--- config.mk ---
export PLATFORM = sky130hd
export DESIGN_NAME = tbu_ctrl_flat
export DESIGN_NICKNAME = d
export VERILOG_FILES = /design/src/rtl/tbu_pkg.sv /design/src/rtl/tbu_ctrl_if.sv /design/src/rtl/tb_bank_mem.sv /design/src/rtl/tbu_ctrl.sv /design/src/flat_wrapper.sv
export SDC_FILE = /design/constraint.sdc
export NUM_CORES = 1
export LEC_CHECK = 0
export ABC_AREA = 1
export CAP_MARGIN = 15
export CORE_MARGIN = 1
export CORE_UTILIZATION = 62
export CTS_CLUSTER_DIAMETER = 40
export DETAILED_ROUTE_END_ITERATION = 16
export GPL_ROUTABILITY_DRIVEN = 1
export PLACE_DENSITY_LB_ADDON = 0.12
export SYNTH_ARGS = -nofsm -noshare
export SYNTH_HDL_FRONTEND = slang
export SYNTH_SLANG_ARGS = --single-unit
--- constraint.sdc ---
create_clock -name clk -period 2.2 [get_ports clk]
set_clock_uncertainty 0.05 [all_clocks]
set_input_delay 0.33 -clock clk [delete_from_list [all_inputs] [get_ports clk]]
set_output_delay 0.33 -clock clk [all_outputs]
set_load 0.01 [all_outputs]
--- src/rtl/tbu_pkg.sv ---
// Shared types and helpers for the Viterbi traceback-unit controller.
package tbu_pkg;

  // Trellis states; also the width of one ACS decision word.
  localparam int NUM_STATES = 8;

  // Index of one of the three rotating survivor banks (values 0..2).
  typedef logic [1:0] bank_idx_t;

  // Job sequencer states.
  typedef enum logic [1:0] {
    IDLE   = 2'd0,
    TRACE  = 2'd1,
    DECODE = 2'd2
  } tbu_ctrl_state_t;

  // Bank that follows b in the 0 -> 1 -> 2 -> 0 rotation.
  function automatic bank_idx_t next_bank(input bank_idx_t b);
    return (b == 2'd2) ? 2'd0 : b + 2'd1;
  endfunction

  // Bank that precedes b in the rotation.
  function automatic bank_idx_t prev_bank(input bank_idx_t b);
    return (b == 2'd0) ? 2'd2 : b - 2'd1;
  endfunction

endpackage

--- src/rtl/tbu_ctrl_if.sv ---
// Decision-word input and tbu-facing output bundle of the traceback controller.
interface tbu_ctrl_if;
  import tbu_pkg::*;

  logic                  acs_valid;
  logic [NUM_STATES-1:0] acs_dec;
  logic                  tbu_enable;
  logic                  tbu_selection;
  logic [NUM_STATES-1:0] tbu_d_in_0;
  logic [NUM_STATES-1:0] tbu_d_in_1;
  logic                  busy;
  logic                  block_done;
  logic                  overflow;

  // Producer side: drives decision words, observes the tbu stream.
  modport master (
    output acs_valid, acs_dec,
    input  tbu_enable, tbu_selection, tbu_d_in_0, tbu_d_in_1,
    input  busy, block_done, overflow
  );

  // Controller side.
  modport slave (
    input  acs_valid, acs_dec,
    output tbu_enable, tbu_selection, tbu_d_in_0, tbu_d_in_1,
    output busy, block_done, overflow
  );

endinterface

--- src/rtl/tb_bank_mem.sv ---
// One survivor bank: DEPTH decision words, one write port, one registered read port.
// Contents are deliberately not reset so the array maps onto block RAM.
module tb_bank_mem
  import tbu_pkg::*;
#(
  parameter  int DEPTH = 16,
  localparam int AW    = $clog2(DEPTH)
) (
  input  logic                  clk,
  input  logic                  i_we,
  input  logic [AW-1:0]         i_waddr,
  input  logic [NUM_STATES-1:0] i_wdata,
  input  logic [AW-1:0]         i_raddr,
  output logic [NUM_STATES-1:0] o_rdata
);

  logic [NUM_STATES-1:0] r_mem [DEPTH];
  logic [NUM_STATES-1:0] r_rdata;

  // Synchronous write plus registered read (read-before-write on same address).
  always_ff @(posedge clk) begin
    if (i_we) begin
      r_mem[i_waddr] <= i_wdata;
    end
    r_rdata <= r_mem[i_raddr];
  end

  assign o_rdata = r_rdata;

endmodule

--- src/rtl/tbu_ctrl.sv ---
// Survivor-memory controller for the 8-state traceback unit.
// Decision words fill three rotating banks; every completed block (once two
// are available) launches a job that replays the newest bank backwards as
// training data (selection=0) and then the previous bank backwards as decode
// data (selection=1). Output data and phase tags leave two edges after the
// job is accepted: one edge for the bank read, one for the output register.
module tbu_ctrl
  import tbu_pkg::*;
#(
  parameter int DEPTH = 16
) (
  input  logic     clk,
  input  logic     rst,
  tbu_ctrl_if.slave bus
);

  localparam int            AW   = $clog2(DEPTH);
  localparam logic [AW-1:0] LAST = AW'(DEPTH - 1);

  // Write side
  bank_idx_t        r_wr_bank;
  logic [AW-1:0]    r_wr_addr;
  logic [1:0]       r_full_cnt;

  // Sequencer
  tbu_ctrl_state_t  r_state;
  logic [AW-1:0]    r_cnt;
  bank_idx_t        r_trace_bank;
  bank_idx_t        r_dec_bank;
  logic             r_pend;
  bank_idx_t        r_pend_trace;
  bank_idx_t        r_pend_dec;
  logic             r_overflow;

  // Read pipeline stage 1 (aligned with the registered bank read)
  logic             r_s1_en;
  logic             r_s1_sel;
  logic             r_s1_last;
  bank_idx_t        r_s1_bank;

  // Registered outputs
  logic                  r_enable;
  logic                  r_selection;
  logic [NUM_STATES-1:0] r_d_in_0;
  logic [NUM_STATES-1:0] r_d_in_1;
  logic                  r_block_done;

  logic                  w_wr_last;
  logic                  w_launch_req;
  logic                  w_last_read;
  logic                  w_accept;
  logic                  w_drop;
  logic [AW-1:0]         w_rd_addr;
  logic [2:0]            w_we;
  logic [NUM_STATES-1:0] w_rd_data [3];
  logic [NUM_STATES-1:0] w_rd_sel;

  assign w_wr_last    = bus.acs_valid && (r_wr_addr == LAST);
  // A completing write only launches once the bank before it is also full.
  assign w_launch_req = w_wr_last && (r_full_cnt != 2'd0);
  assign w_last_read  = (r_state == DECODE) && (r_cnt == LAST);
  // At exactly 50% input duty the next request lands on the final decode
  // read; it is parked for one cycle so tbu_enable still drops between jobs.
  assign w_accept     = ((r_state == IDLE) && !r_pend) || w_last_read;
  assign w_drop       = w_launch_req && !w_accept;
  // Traceback walks each bank from the newest word down to address 0.
  assign w_rd_addr    = LAST - r_cnt;

  generate
    for (genvar gi = 0; gi < 3; gi++) begin : g_bank
      assign w_we[gi] = bus.acs_valid && (r_wr_bank == bank_idx_t'(gi));

      tb_bank_mem #(
        .DEPTH (DEPTH)
      ) u_bank (
        .clk     (clk),
        .i_we    (w_we[gi]),
        .i_waddr (r_wr_addr),
        .i_wdata (bus.acs_dec),
        .i_raddr (w_rd_addr),
        .o_rdata (w_rd_data[gi])
      );
    end
  endgenerate

  // Write pointer, bank rotation and count of completed banks (saturating at 2).
  always_ff @(posedge clk) begin
    if (rst) begin
      r_wr_bank  <= 2'd0;
      r_wr_addr  <= '0;
      r_full_cnt <= 2'd0;
    end else if (bus.acs_valid) begin
      if (w_wr_last) begin
        r_wr_addr <= '0;
        r_wr_bank <= next_bank(r_wr_bank);
        if (r_full_cnt != 2'd2) begin
          r_full_cnt <= r_full_cnt + 2'd1;
        end
      end else begin
        r_wr_addr <= r_wr_addr + AW'(1);
      end
    end
  end

  // Job sequencer: IDLE -> TRACE (DEPTH reads) -> DECODE (DEPTH reads) -> IDLE.
  always_ff @(posedge clk) begin
    if (rst) begin
      r_state      <= IDLE;
      r_cnt        <= '0;
      r_trace_bank <= 2'd0;
      r_dec_bank   <= 2'd0;
      r_pend       <= 1'b0;
      r_pend_trace <= 2'd0;
      r_pend_dec   <= 2'd0;
      r_overflow   <= 1'b0;
    end else begin
      if (w_drop) begin
        r_overflow <= 1'b1;
      end
      unique case (r_state)
        IDLE: begin
          r_cnt <= '0;
          if (r_pend) begin
            r_state      <= TRACE;
            r_trace_bank <= r_pend_trace;
            r_dec_bank   <= r_pend_dec;
            r_pend       <= 1'b0;
          end else if (w_launch_req) begin
            r_state      <= TRACE;
            r_trace_bank <= r_wr_bank;
            r_dec_bank   <= prev_bank(r_wr_bank);
          end
        end
        TRACE: begin
          if (r_cnt == LAST) begin
            r_state <= DECODE;
            r_cnt   <= '0;
          end else begin
            r_cnt <= r_cnt + AW'(1);
          end
        end
        DECODE: begin
          if (r_cnt == LAST) begin
            r_state <= IDLE;
            r_cnt   <= '0;
            if (w_launch_req) begin
              r_pend       <= 1'b1;
              r_pend_trace <= r_wr_bank;
              r_pend_dec   <= prev_bank(r_wr_bank);
            end
          end else begin
            r_cnt <= r_cnt + AW'(1);
          end
        end
        default: begin
          r_state <= IDLE;
          r_cnt   <= '0;
        end
      endcase
    end
  end

  // Pick the word of the bank being replayed from the registered reads.
  always_comb begin
    w_rd_sel = '0;
    case (r_s1_bank)
      2'd0:    w_rd_sel = w_rd_data[0];
      2'd1:    w_rd_sel = w_rd_data[1];
      2'd2:    w_rd_sel = w_rd_data[2];
      default: w_rd_sel = '0;
    endcase
  end

  // Delay phase tags one cycle to meet the read data, then register the outputs.
  always_ff @(posedge clk) begin
    if (rst) begin
      r_s1_en      <= 1'b0;
      r_s1_sel     <= 1'b0;
      r_s1_last    <= 1'b0;
      r_s1_bank    <= 2'd0;
      r_enable     <= 1'b0;
      r_selection  <= 1'b0;
      r_d_in_0     <= '0;
      r_d_in_1     <= '0;
      r_block_done <= 1'b0;
    end else begin
      r_s1_en      <= (r_state != IDLE);
      r_s1_sel     <= (r_state == DECODE);
      r_s1_last    <= w_last_read;
      r_s1_bank    <= (r_state == DECODE) ? r_dec_bank : r_trace_bank;
      r_enable     <= r_s1_en;
      r_selection  <= r_s1_en && r_s1_sel;
      r_d_in_0     <= (r_s1_en && !r_s1_sel) ? w_rd_sel : '0;
      r_d_in_1     <= (r_s1_en &&  r_s1_sel) ? w_rd_sel : '0;
      r_block_done <= r_s1_last;
    end
  end

  assign bus.tbu_enable    = r_enable;
  assign bus.tbu_selection = r_selection;
  assign bus.tbu_d_in_0    = r_d_in_0;
  assign bus.tbu_d_in_1    = r_d_in_1;
  assign bus.block_done    = r_block_done;
  assign bus.overflow      = r_overflow;
  assign bus.busy          = (r_state != IDLE);

endmodule

--- src/flat_wrapper.sv ---
// flat-port wrapper written by rule: the top's interface ports become plain ports
module tbu_ctrl_flat import tbu_pkg::*;
#(
  parameter int DEPTH = 16
)
  (clk, rst, bus_acs_valid, bus_acs_dec, bus_tbu_enable, bus_tbu_selection, bus_tbu_d_in_0, bus_tbu_d_in_1, bus_busy, bus_block_done, bus_overflow);
  tbu_ctrl_if bus_i ();
  input  logic clk;
  input  logic rst;
  input wire logic [$bits(bus_i.acs_valid)-1:0] bus_acs_valid;
  input wire logic [$bits(bus_i.acs_dec)-1:0] bus_acs_dec;
  output wire logic [$bits(bus_i.tbu_enable)-1:0] bus_tbu_enable;
  output wire logic [$bits(bus_i.tbu_selection)-1:0] bus_tbu_selection;
  output wire logic [$bits(bus_i.tbu_d_in_0)-1:0] bus_tbu_d_in_0;
  output wire logic [$bits(bus_i.tbu_d_in_1)-1:0] bus_tbu_d_in_1;
  output wire logic [$bits(bus_i.busy)-1:0] bus_busy;
  output wire logic [$bits(bus_i.block_done)-1:0] bus_block_done;
  output wire logic [$bits(bus_i.overflow)-1:0] bus_overflow;
  assign bus_i.acs_valid = bus_acs_valid;
  assign bus_i.acs_dec = bus_acs_dec;
  assign bus_tbu_enable = bus_i.tbu_enable;
  assign bus_tbu_selection = bus_i.tbu_selection;
  assign bus_tbu_d_in_0 = bus_i.tbu_d_in_0;
  assign bus_tbu_d_in_1 = bus_i.tbu_d_in_1;
  assign bus_busy = bus_i.busy;
  assign bus_block_done = bus_i.block_done;
  assign bus_overflow = bus_i.overflow;
  tbu_ctrl #(.DEPTH(DEPTH)) u_core (.clk(clk), .rst(rst), .bus(bus_i));
endmodule
# --- Yosys cells after proc, flatten, opt, wreduce, memory -nomap -nowiden ---
# Memories as Yosys holds them, arrays and structs flattened. A register that Yosys moved wholly into a read port is not among the register bits.
# Index checks and enable logic that the tools add are counted.
word_totals:
  reg_bits: 48
  latchBits: 0
  ram_bits: 384
  mem_bits_ro: 0
  inputBits: 11
  output_inout_bits: 21
  wordCells: 99
  mem_count: 3
mem_list:
  columns: ["memory", "words", "word_bits", "read_ports", "rd_clocked_by_memory_dff", "write_ports", "line", "text"]
  rows:
  - ["u_core.g_bank[0].u_bank.r_mem", 16, 8, 1, 1, 1, "tb_bank_mem.sv:17", "logic [NUM_STATES-1:0] r_mem [DEPTH];"]
  - ["u_core.g_bank[1].u_bank.r_mem", 16, 8, 1, 1, 1, "tb_bank_mem.sv:17", null]
  - ["u_core.g_bank[2].u_bank.r_mem", 16, 8, 1, 1, 1, "tb_bank_mem.sv:17", null]
classes:
  n_addsub: 6
  mul: 0
  div_mod_pow: 0
  n_lt_le_gt_ge: 0
  n_eq_ne: 13
  n_shift: 0
  mux: 23
  bitwise_logic: 3
  reduce_logical: 31
op_table:
  columns: ["cell", "count"]
  rows:
  - ["8-bit case mux with 3 select lines", 1]
  - ["2-bit two-way mux", 11]
  - ["3-bit AND reduction", 4]
  - ["1-bit logical AND", 10]
  - ["4-bit by 1-bit adder with 4-bit output, second input constant", 2]
  - ["4-bit equality test, second input constant", 2]
  - ["1-bit two-way mux", 8]
  - ["2-bit nonzero test", 4]
  - ["2-bit by 1-bit equality test with 1-bit output, second input constant", 3]
  - ["2-bit equality test, second input constant", 3]
  - ["2-bit zero test", 3]
  - ["2-bit case mux with 3 select lines", 1]
  - ["2-bit OR reduction", 3]
  - ["2-bit by 1-bit adder with 2-bit output, second input constant", 2]
  - ["4-bit two-way mux", 1]
  - ["2-bit by 1-bit inequality test with 1-bit output, second input constant", 2]
  - ["2-bit inequality test, second input constant", 2]
  - ["2-bit AND reduction", 2]
  - ["4-bit subtractor, first input constant", 1]
  - ["1-bit zero test", 3]
  - ["3-bit by 1-bit inequality test with 1-bit output, second input constant", 1]
  - ["1-bit inverter", 3]
  - ["3-bit OR reduction", 1]
  - ["1-bit case mux with 2 select lines", 1]
  - ["2 further kinds", 2]

# --- Logic depth before layout (Yosys ltp) ---
# Gate-level depths: netlist of run 1.
logic_depth:
  word_depth: 6
  mapped_depth: 12
  ltp_nobuf: 9

# --- By module ---
# From an unflattened synthesis of run 1, not the netlist that was laid out.
hier_totals:
  cells_unflattened: 1927
  area_unflattened_um2: 19392.3
by_module_without_submodules:
  columns: ["mod", "instances", "cells_per_inst", "area_per_inst_um2", "seq_area_each_um2"]
  rows:
  - ["tb_bank_mem", 3, 551, 5766.8, 4003.8]
  - ["tbu_ctrl", 1, 274, 2092.0, 960.9]

# --- Least setup slack after synthesis of run 1 ---
# No wires, ideal clock.
synth_path:
  kind: "flip-flop to flip-flop"
  startpoint: "register u_core.r_wr_bank[0]"
  endpoint: "memory u_core.g_bank[0].u_bank.r_mem[10][0], enable pin"
  setup_time_ns: 0.370
  arrival_ns: 1.352
  required_time_ns: 1.780
  path_slack_ns: 0.428
  stages_incl_launch_ff: 6
  n_path_buf: 1
  synth_period_minus_slack_ns: 1.772
  path_cell_list: "dfxtp_1 > inv_1 > ha_1 > nand2_1 > clkbuf_1 > nor2_1"
synth_via:
  elab_chain_cells: 4
synth_rtl:
  columns: ["element", "line", "text"]
  rows:
  - ["start, declared", "tbu_ctrl.sv:21", "bank_idx_t r_wr_bank;"]
  - ["start signal, assigned", "tbu_ctrl.sv:95", "r_wr_bank <= next_bank(r_wr_bank);"]
  - ["2-bit zero test", "tbu_ctrl.sv:71", "assign w_we[gi] = bus.acs_valid && (r_wr_bank == bank_idx_t'(gi));"]
  - ["1-bit logical AND", "tbu_ctrl.sv:71", null]
  - ["1-bit two-way mux", "tb_bank_mem.sv:22", "if (i_we) begin"]
  - ["1-bit two-way mux (not written as such)", "tb_bank_mem.sv:23", "r_mem[i_waddr] <= i_wdata;"]
  - ["end, declared", "tb_bank_mem.sv:17", null]
# Every way passes these cells.

# --- Worst setup path after layout of run 1 ---
layout_path:
  startpoint: "register u_core.r_state[1]"
  endpoint: "output bus_busy"
layout_via:
  elab_chain_cells: 1
layout_rtl:
  columns: ["element", "line", "text"]
  rows:
  - ["start, declared", "tbu_ctrl.sv:26", "tbu_ctrl_state_t r_state;"]
  - ["start signal, assigned", "tbu_ctrl.sv:108", "r_state <= IDLE;"]
  - ["start signal, assigned", "tbu_ctrl.sv:124", "r_state <= TRACE;"]
  - ["start signal, assigned", "tbu_ctrl.sv:129", "r_state <= TRACE;"]
  - ["2-bit nonzero test", "tbu_ctrl.sv:205", "assign bus.busy = (r_state != IDLE);"]
  - ["end, declared", "flat_wrapper.sv:16", "output wire logic [$bits(bus_i.busy)-1:0] bus_busy;"]
# Every way passes these cells.

==> results_dict.tcl, run 1 <==
set metrics [dict create \
    grt_use_total_pct 29.8 \
    totalWireLength_um 45100 \
    grt_max_degree 114 \
    drive_above_1_share_pct 9.53 \
    grt_pass1_wl_um 68300 \
    clk_pin_slew_ns 0.06 \
    ys_types 26 \
    syn_inst 1835 \
    drt_iter0_drc 1335 \
    synth_nets 1863 \
    worst_pin_slew_ns 0.905 \
    crit_fanout 6 \
    cts_buffer_depth 3 \
    endpoint_kind "primary output" \
    coreArea_um2 29600 \
    place_inst 2259 \
    die_w_um 176 \
    drv_slew 0 \
    synth_edf_count 384 \
    num-nets-final 1950 \
    cts_tree "built" \
    io_pins 32 \
    seq_area_um2 13000 \
    power_mw 21.3 \
    syn_area_um2 18700 \
    finalSetupViolCount 0 \
    ys_seq_area_share_pct 69.5 \
    grt_pass1_vias 12600 \
    syn_area_per_cell_um2 10.2 \
    portBuffers 31 \
    final_cells 2354 \
    hold_class "input port to flop" \
    die_area_um2 30800 \
    vias 12900 \
    cellPowerDensity_nw_per_um2 989 \
    clock-sinks 456 \
    multi_input_area_um2 4830 \
    maxSlewHeadroom_pct 39.6 \
    hold_viol_final 0 \
    cts-root-buf "clkbuf_16" \
    post_drt_wl_per_cell_um 19.1 \
    required_ns 1.82 \
    status "finished clean" \
    cp-start-kind "flop" \
    post-route-min-period_ns 2.01 \
    cp.arrival_ns 1.63 \
    die_y_um 176 \
    cts_inserted_buffers 51 \
    synthTopCellsByArea "edfxtp_1 62%, nand2_1 17%, dfxtp_1 7.7%" \
    period_share_pct 91.4 \
    yosysWarnings 0 \
    gp_congestion 0.880 \
    synth-seq-cells 456 \
    drc_errors 0 \
    htreeDepth 2 \
    synthTopCellsByCount "841 x nand2_1, 384 x edfxtp_1, 140 x nor2_1" \
    initial_core_util_pct 63.0 \
    ys.flop_type "edfxtp_1" \
    yosysTopAreaCell "edfxtp_1" \
    synth_top_area_share_pct 61.8 \
    fill_cells 2113 \
    dp_hpwl_um 28100 \
    antenna_left 0 \
    first_pass_iters 6 \
    max_freq_mhz 497 \
    ir_worst_vdd_mv 0.817 \
    placementRows 63 \
    antenna_found_initial 2 \
    clock_latency_ns 0.56 \
    detail_route.vias_per_cell 5.50 \
    power.leakage_nw 8.89 \
    overflow 0 \
    rsz0062_at_grt "false" \
    cts_setup_buffers 0 \
    asyncSetResetFlopFracSynth_pct 0 \
    max-cap-violations 0 \
    syn_to_final_growth_pct 15.4 \
    setup-tns-final_ns 0 \
    yosysMostFrequentCell "nand2_1" \
    criticalPathCategory "flop to primary output" \
]
==> layout by cell type (no fill, tap or decap), types with 3 or more instances in the layout <==
cell,count
a21oi_1,14
buf_12,17
buf_2,8
buf_4,68
bufinv_16,3
clkbuf_1,6
clkbuf_16,53
clkdlybuf4s50_1,22
clkinv_1,5
clkinv_2,9
clkinv_4,4
clkinvlp_4,6
dfxtp_1,70
edfxtp_1,384
ha_1,16
inv_1,113
inv_6,4
nand2_1,841
nand3_1,120
nor2_1,140
o21ai_0,34
o21ai_1,4
==> cell type report <==
| cell class | count | area share (%) |
|---|---|---|
| clock inverter | 33 | 1.47 |
| multi-input combinational | 1179 | 22.4 |
| antenna | 2 | 0.0232 |
| timing repair buffer | 116 | 5.20 |
| tap | 390 | 2.26 |
| inverter | 118 | 2.07 |
| clock buffer | 60 | 6.32 |
| sequential | 456 | 60.2 |
==> routing by layer <==
| layer | GRT usage [%] | share of wire (%) | vias to the layer above |
|---|---|---|---|
| met3 | 4.68 | 8.2 | 112 |
| met5 | 0 | 0 | - |
| met2 | 49.8 | 48 | 582 |
| met4 | 11.7 | 3.5 | 0 |
| li1 | - | - | 6125 |
| met1 | 39.6 | 40 | 6129 |
==> kinds of logic after synthesis <==
group | share of synthesized area [%]
AND/OR/NAND/NOR | 23.1
flip-flops | 69.5
XOR/XNOR | 0.0469
AO/OA/AOI/OAI | 1.56
buffers and inverters | 4.68
adder cells (fa/ha/maj) | 1.14
==> critical path: stages (launching register included) <==
cell           delay [ns]
dfxtp_1              0.31
inv_1                0.13
ha_2                 0.27
inv_2                0.08
dlygate4sd2_1        0.29
==> sequential cells by signal, indices dropped and copies added, names as in the netlist, 2 cells and up <==
name and cells:
u_core.r_wr_addr 4, u_core.bus.tbu_d_in_0 8, u_core.r_pend_trace 2, u_core.r_wr_bank 2, u_core.r_pend_dec 2, u_core.g_bank.u_bank.o_rdata 24, u_core.r_cnt 4, u_core.r_trace_bank 2
u_core.r_dec_bank 2, u_core.g_bank.u_bank.r_mem 384, u_core.r_full_cnt 2, u_core.r_s1_bank 2, u_core.r_state 2, u_core.bus.tbu_d_in_1 8
==> report_power, final <==
group	internal, mW	switching, mW	total, mW
Clock	4.85	3.45	8.29
Combinational	1.01	2.32	3.33
Sequential	9.57	0.116	9.69
Total	15.4	5.88	21.3
==> what timing repair did <==
item / CTS / global route
hold buffers: 0 / 0
endpoints found under the setup margin: 1 / 0
resized for setup: 3 / 0
==> path summary, 6_finish.rpt <==
check                                    startpoint                             endpoint  slack (ns)  cells past startpoint
worst min-delay path                 bus_acs_dec[1]  u_core.g_bank[0].u_bank.r_mem[1][1]        0.20                      1
worst max-delay path              u_core.r_state[1]                             bus_busy        0.19                      4
worst min register to register     u_core.r_s1_last                u_core.bus.block_done        0.36                      2
worst max register to register  u_core.r_wr_addr[1]  u_core.g_bank[2].u_bank.r_mem[5][0]        0.37                      5
==> per-stage QoR <==
step	hold slack (ns)	utilization [%]	cell area (um2)	setup slack, ns
floorplan	0.338	-	18700	0.428
global placement	0.341	67.0	19900	0.238
detailed placement	0.350	67.0	19900	0.188
CTS	0.190	72.7	21500	0.184
global route	0.207	72.7	21500	0.128
finish	0.199	72.7	21500	0.189
Note: power is estimated with default switching activity, not from simulation.
==> run 2, diff against run 1 <==
--- a/config.mk
+++ b/config.mk
@@ -12,6 +12,7 @@
 export CTS_CLUSTER_DIAMETER = 40
 export DETAILED_ROUTE_END_ITERATION = 16
 export GPL_ROUTABILITY_DRIVEN = 1
+export GPL_TIMING_DRIVEN = 0
 export PLACE_DENSITY_LB_ADDON = 0.12
 export SYNTH_ARGS = -nofsm -noshare
 export SYNTH_HDL_FRONTEND = slang
==> run 2 against run 1 <==
  * Critical path depth did not move
  * Combinational power grew 10%
  * Register-to-register slack lost 0.34 ns
  * Non-clock buffer count up 4
  * Setup slack lost 0.16 ns
  * Sequential power fell by 0.4%
  * Count of clock-buffer cells in the layout up 5
  * Via count rose by 0.61%
  * Global-route usage is 1.1 points higher
  * First-iteration DRC count increased by 25%
==> results_dict.tcl, run 2 (same netlist as run 1, synthesis figures left out) <==
set metrics [dict create \
    path_delay_family "simple AND/OR/NAND/NOR gates" \
    cts_setup_buffers 0 \
    first_pass_iters 5 \
    detail_route.vias_per_cell 5.51 \
    status "finished clean" \
    cellPowerDensity_nw_per_um2 1010 \
    final_common_cell "nand2_1" \
    fill_cells 2102 \
    whs_ns 0.143 \
    vias 13000 \
    num-nets-final 1957 \
    maxSlewHeadroom_pct 36.0 \
    portBuffers 31 \
    antenna_cells 0 \
    overflow 0 \
    max-cap-violations 0 \
    drc_errors 0 \
    cts_inserted_buffers 54 \
    gp_congestion 0.929 \
    finalSetupViolCount 0 \
    power_mw 21.8 \
    grt_pass1_vias 12300 \
    cts_buffer_depth 3 \
    syn_to_final_growth_pct 15.6 \
    fin_util_pct 72.8 \
    ir_worst_vdd_mv 0.801 \
    max_stage_delay_ns 0.62 \
    hold_viol_final 0 \
    cp-start-kind "flop" \
    grt_pass1_wl_um 70100 \
    max_freq_mhz 461 \
    path_buf_inv 1 \
    die_w_um 176 \
    setup-tns-final_ns 0 \
    clock_latency_ns 0.58 \
    dp_hpwl_um 31100 \
    path_cells "inv_1, ha_1, nand3_1, nor2_1" \
    die_y_um 176 \
    grt_use_total_pct 30.9 \
    required_ns 2.35 \
    antenna_found_initial 0 \
    totalWireLength_um 46200 \
    crit_fanout 8 \
    io_pins 32 \
    antenna_left 0 \
    coreArea_um2 29600 \
    period_share_pct 98.6 \
    cp.arrival_ns 2.32 \
    largest_reg_flops 384 \
    hold_class "input port to flop" \
    clock-sinks 456 \
    drt_iter0_drc 1663 \
    htreeDepth 2 \
    hold_buffers 0 \
    criticalPathCategory "flop to flop" \
    cts_tree "built" \
    post_drt_wl_per_cell_um 19.5 \
    worst_pin_slew_ns 0.959 \
    critPathSlowestCell "nor2_1" \
    initial_core_util_pct 63.0 \
    rsz0062_at_grt "true" \
    final_cell_mix "840 x nand2_1, 384 x edfxtp_1, 120 x nand3_1" \
    drive_above_1_share_pct 10.1 \
    regMostFlops "u_core.g_bank.u_bank.r_mem" \
    cts-root-buf "clkbuf_16" \
    grt_max_degree 49 \
    seq_area_um2 13000 \
    cts_resized 56 \
    post-route-min-period_ns 2.17 \
    placementRows 63 \
    die_area_um2 30800 \
    drv_slew 0 \
    multi_input_area_um2 5080 \
    endpoint_kind "flop" \
    power.leakage_nw 8.75 \
    clk_pin_slew_ns 0.06 \
]
-- run 2: changes by cell type in the layout (fill, tap and decap cells not counted), sizes merged --
cell and delta:
clkbuf +32, buf -22, bufinv -1, dlygate4sd2 -1, diode -2, clkinvlp -3, clkinv +7
-- run 2: worst paths after layout --
path         slack [ns]  cells past startpoint                start                                  end
max                0.03                      4  u_core.r_wr_addr[0]  u_core.g_bank[1].u_bank.r_mem[4][3]
min                0.14                      1       bus_acs_dec[1]  u_core.g_bank[1].u_bank.r_mem[4][1]
max reg2reg        0.03                      4  u_core.r_wr_addr[0]  u_core.g_bank[1].u_bank.r_mem[4][3]
min reg2reg        0.36                      2     u_core.r_s1_last                u_core.bus.block_done
-- run 2: per-stage QoR --
| stage | instance area [um2] | std cells | worst slack (ns) |
|---|---|---|---|
| 2_1_floorplan | 18700 | 1835 | 0.428 |
| 3_3_place_gp | 19500 | 2256 | -0.782 |
| 3_5_place_dp | 19600 | 2263 | -0.739 |
| 4_1_cts | 21500 | 2364 | -0.0630 |
| 5_1_grt | 21600 | 2364 | -0.0872 |
| 6_report | 21600 | 2364 | 0.0297 |
-- run 2: cell type report --
class / count / area share, %
Sequential cell: 456 / 60.1
Multi-Input combinational cell: 1179 / 23.6
Clock buffer: 65 / 6.69
Tap cell: 390 / 2.26
Buffer: 82 / 2.05
Inverter: 118 / 2.05
Timing Repair Buffer: 38 / 1.95
Clock inverter: 36 / 1.32
-- run 2: layer usage --
metal,share of wire (%),wire [um],track usage (%)
met4,3.1,1440,10.7
met1,42,19300,45.7
met2,45,20700,46.8
met5,0,0,0
met3,10,4680,5.24
-- run 2: report_power, final --
part	internal, mW	leakage [nW]	switching, mW
Clock	4.94	0.847	3.52
Sequential	9.57	4.05	0.0784
Combinational	1.07	3.86	2.59
==> run 3, diff against run 2 <==
--- a/config.mk
+++ b/config.mk
@@ -7,7 +7,7 @@
 export LEC_CHECK = 0
 export ABC_AREA = 1
 export CAP_MARGIN = 15
-export CORE_MARGIN = 1
+export CORE_MARGIN = 2
 export CORE_UTILIZATION = 62
 export CTS_CLUSTER_DIAMETER = 40
 export DETAILED_ROUTE_END_ITERATION = 16
==> run 3 against run 2 <==
  * Fmax up 3.8%
  * Register-to-register slack gained 0.08 ns
  * Via count fell by 0.60%
  * Die area grew 2.3%
  * Total power is 1.1% higher
  * Combinational power about the same
  * Global-route usage fell by 0.88 points
  * Highest routed layer unchanged
==> results_dict.tcl, run 3 (same netlist as run 1, synthesis figures left out) <==
set metrics [dict create \
    power.leakage_nw 8.75 \
    holdPathStages 1 \
    cp-start-kind "flop" \
    antenna_left 0 \
    drt_iter0_drc 1487 \
    die_w_um 178 \
    final_common_cell "nand2_1" \
    grt_pass1_vias 12300 \
    sw_frac_of_total_pct 27.5 \
    pwr-share-seq_pct 43.8 \
    first_pass_iters 6 \
    coreArea_um2 29600 \
    antenna_found_initial 1 \
    cellPowerDensity_nw_per_um2 1020 \
    grt_pass1_wl_um 69700 \
    switchingPower_mw 6.07 \
    syn_to_final_growth_pct 15.6 \
    initial_core_util_pct 63.0 \
    required_ns 2.33 \
    antenna_cells 0 \
    htreeDepth 2 \
    dp_slack_ns -0.777 \
    crit_fanout 8 \
    period_share_pct 95.1 \
    gp_congestion 0.921 \
    setup-tns-final_ns 0 \
    pwr-share-clk_pct 39.4 \
    final_cell_mix "840 x nand2_1, 384 x edfxtp_1, 120 x nand3_1" \
    grt_use_total_pct 30.0 \
    finalSetupViolCount 0 \
    vias 12900 \
    cts_tree "built" \
    power_mw 22.0 \
    max-cap-violations 0 \
    clk_pin_slew_ns 0.06 \
    die_y_um 178 \
    max_freq_mhz 478 \
    num-nets-final 1955 \
    io_pins 32 \
    drive_above_1_share_pct 9.70 \
    die_area_um2 31500 \
    grt_max_degree 49 \
    cp.arrival_ns 2.22 \
    endpoint_kind "flop" \
    hold_viol_final 0 \
    drv_slew 0 \
    dp_hpwl_um 31100 \
    place_area_um2 19600 \
    detail_route.vias_per_cell 5.49 \
    cts-root-buf "clkbuf_16" \
    cts_buffer_depth 3 \
    cts_inserted_buffers 52 \
    regMostFlops "u_core.g_bank.u_bank.r_mem" \
    final_cells 2359 \
    clock_latency_ns 0.56 \
    clock-sinks 456 \
    placementRows 63 \
    totalWireLength_um 46200 \
    hold_buffers 0 \
    portBuffers 31 \
    drc_errors 0 \
    hold_class "input port to flop" \
    post-route-min-period_ns 2.09 \
    status "finished clean" \
    final_area_um2 21600 \
    whs_ns 0.157 \
    max_stage_delay_ns 0.68 \
    critPathSlowestCell "nor2_1" \
    post_drt_wl_per_cell_um 19.6 \
    overflow 0 \
    worstRegToRegCells 4 \
    comb_power_share_pct 16.8 \
    fin_util_pct 72.8 \
    rsz0062_at_grt "true" \
    worst_pin_slew_ns 0.976 \
    criticalPathCategory "flop to flop" \
    largest_reg_flops 384 \
    maxSlewHeadroom_pct 35.0 \
    power.internal_mw 16.0 \
    place_inst 2263 \
    worst_slack_ns 0.109 \
    cts_setup_buffers 0 \
    ir_worst_vdd_mv 0.737 \
    path_cells "inv_1, ha_1, nand2_1, nor2_1" \
]
[run 3: final cells by class]
| cell class | instances | area (um2) |
|---|---|---|
| multi-input combinational | 1179 | 5070 |
| tap | 390 | 488 |
| inverter | 118 | 443 |
| clock inverter | 31 | 354 |
| clock buffer | 65 | 1390 |
| fill | 2072 | 8050 |
| buffer | 82 | 443 |
| sequential | 456 | 13000 |
| timing repair buffer | 38 | 420 |
[run 3: path summary, 6_finish.rpt]
path / startpoint / endpoint / slack, ns
max reg2reg: u_core.r_wr_bank[0] / u_core.g_bank[0].u_bank.r_mem[2][5] / 0.11
min reg2reg: u_core.r_s1_last / u_core.bus.block_done / 0.36
min: bus_acs_dec[2] / u_core.g_bank[1].u_bank.r_mem[4][2] / 0.16
max: u_core.r_wr_bank[0] / u_core.g_bank[0].u_bank.r_mem[2][5] / 0.11
[run 3: critical path: cells and delay by family, from the launching register on]
| family | cells | cell delay (ns) |
|---|---|---|
| adder cells (fa/ha/maj) | 1 | 0.20 |
| flip-flops | 1 | 0.34 |
| AND/OR/NAND/NOR | 2 | 0.93 |
| buffers and inverters | 1 | 0.18 |
[run 3: power by group through the flow]
stage	Sequential, mW	Combinational (mW)	Clock, mW
4_1_cts	9.64	3.62	8.71
6_report	9.65	3.69	8.68
3_3_place_gp	9.84	3.49	0
2_1_floorplan	9.81	2.32	0
3_5_place_dp	9.82	3.59	0
5_1_grt	9.66	4.07	9.10
[run 3: layer usage]
layer	up-vias	routed length [um]	track usage (%)
met5	-	0	0
met4	0	1430	11.1
met3	95	4600	4.58
met2	645	20800	45.9
met1	6070	19400	44.1
li1	6139	-	-
[run 3: timing repair]
action / in CTS / in global routing
cloned: 0 / 0
endpoints found under the setup margin: 249 / 321
gates resized for setup: 24 / 64
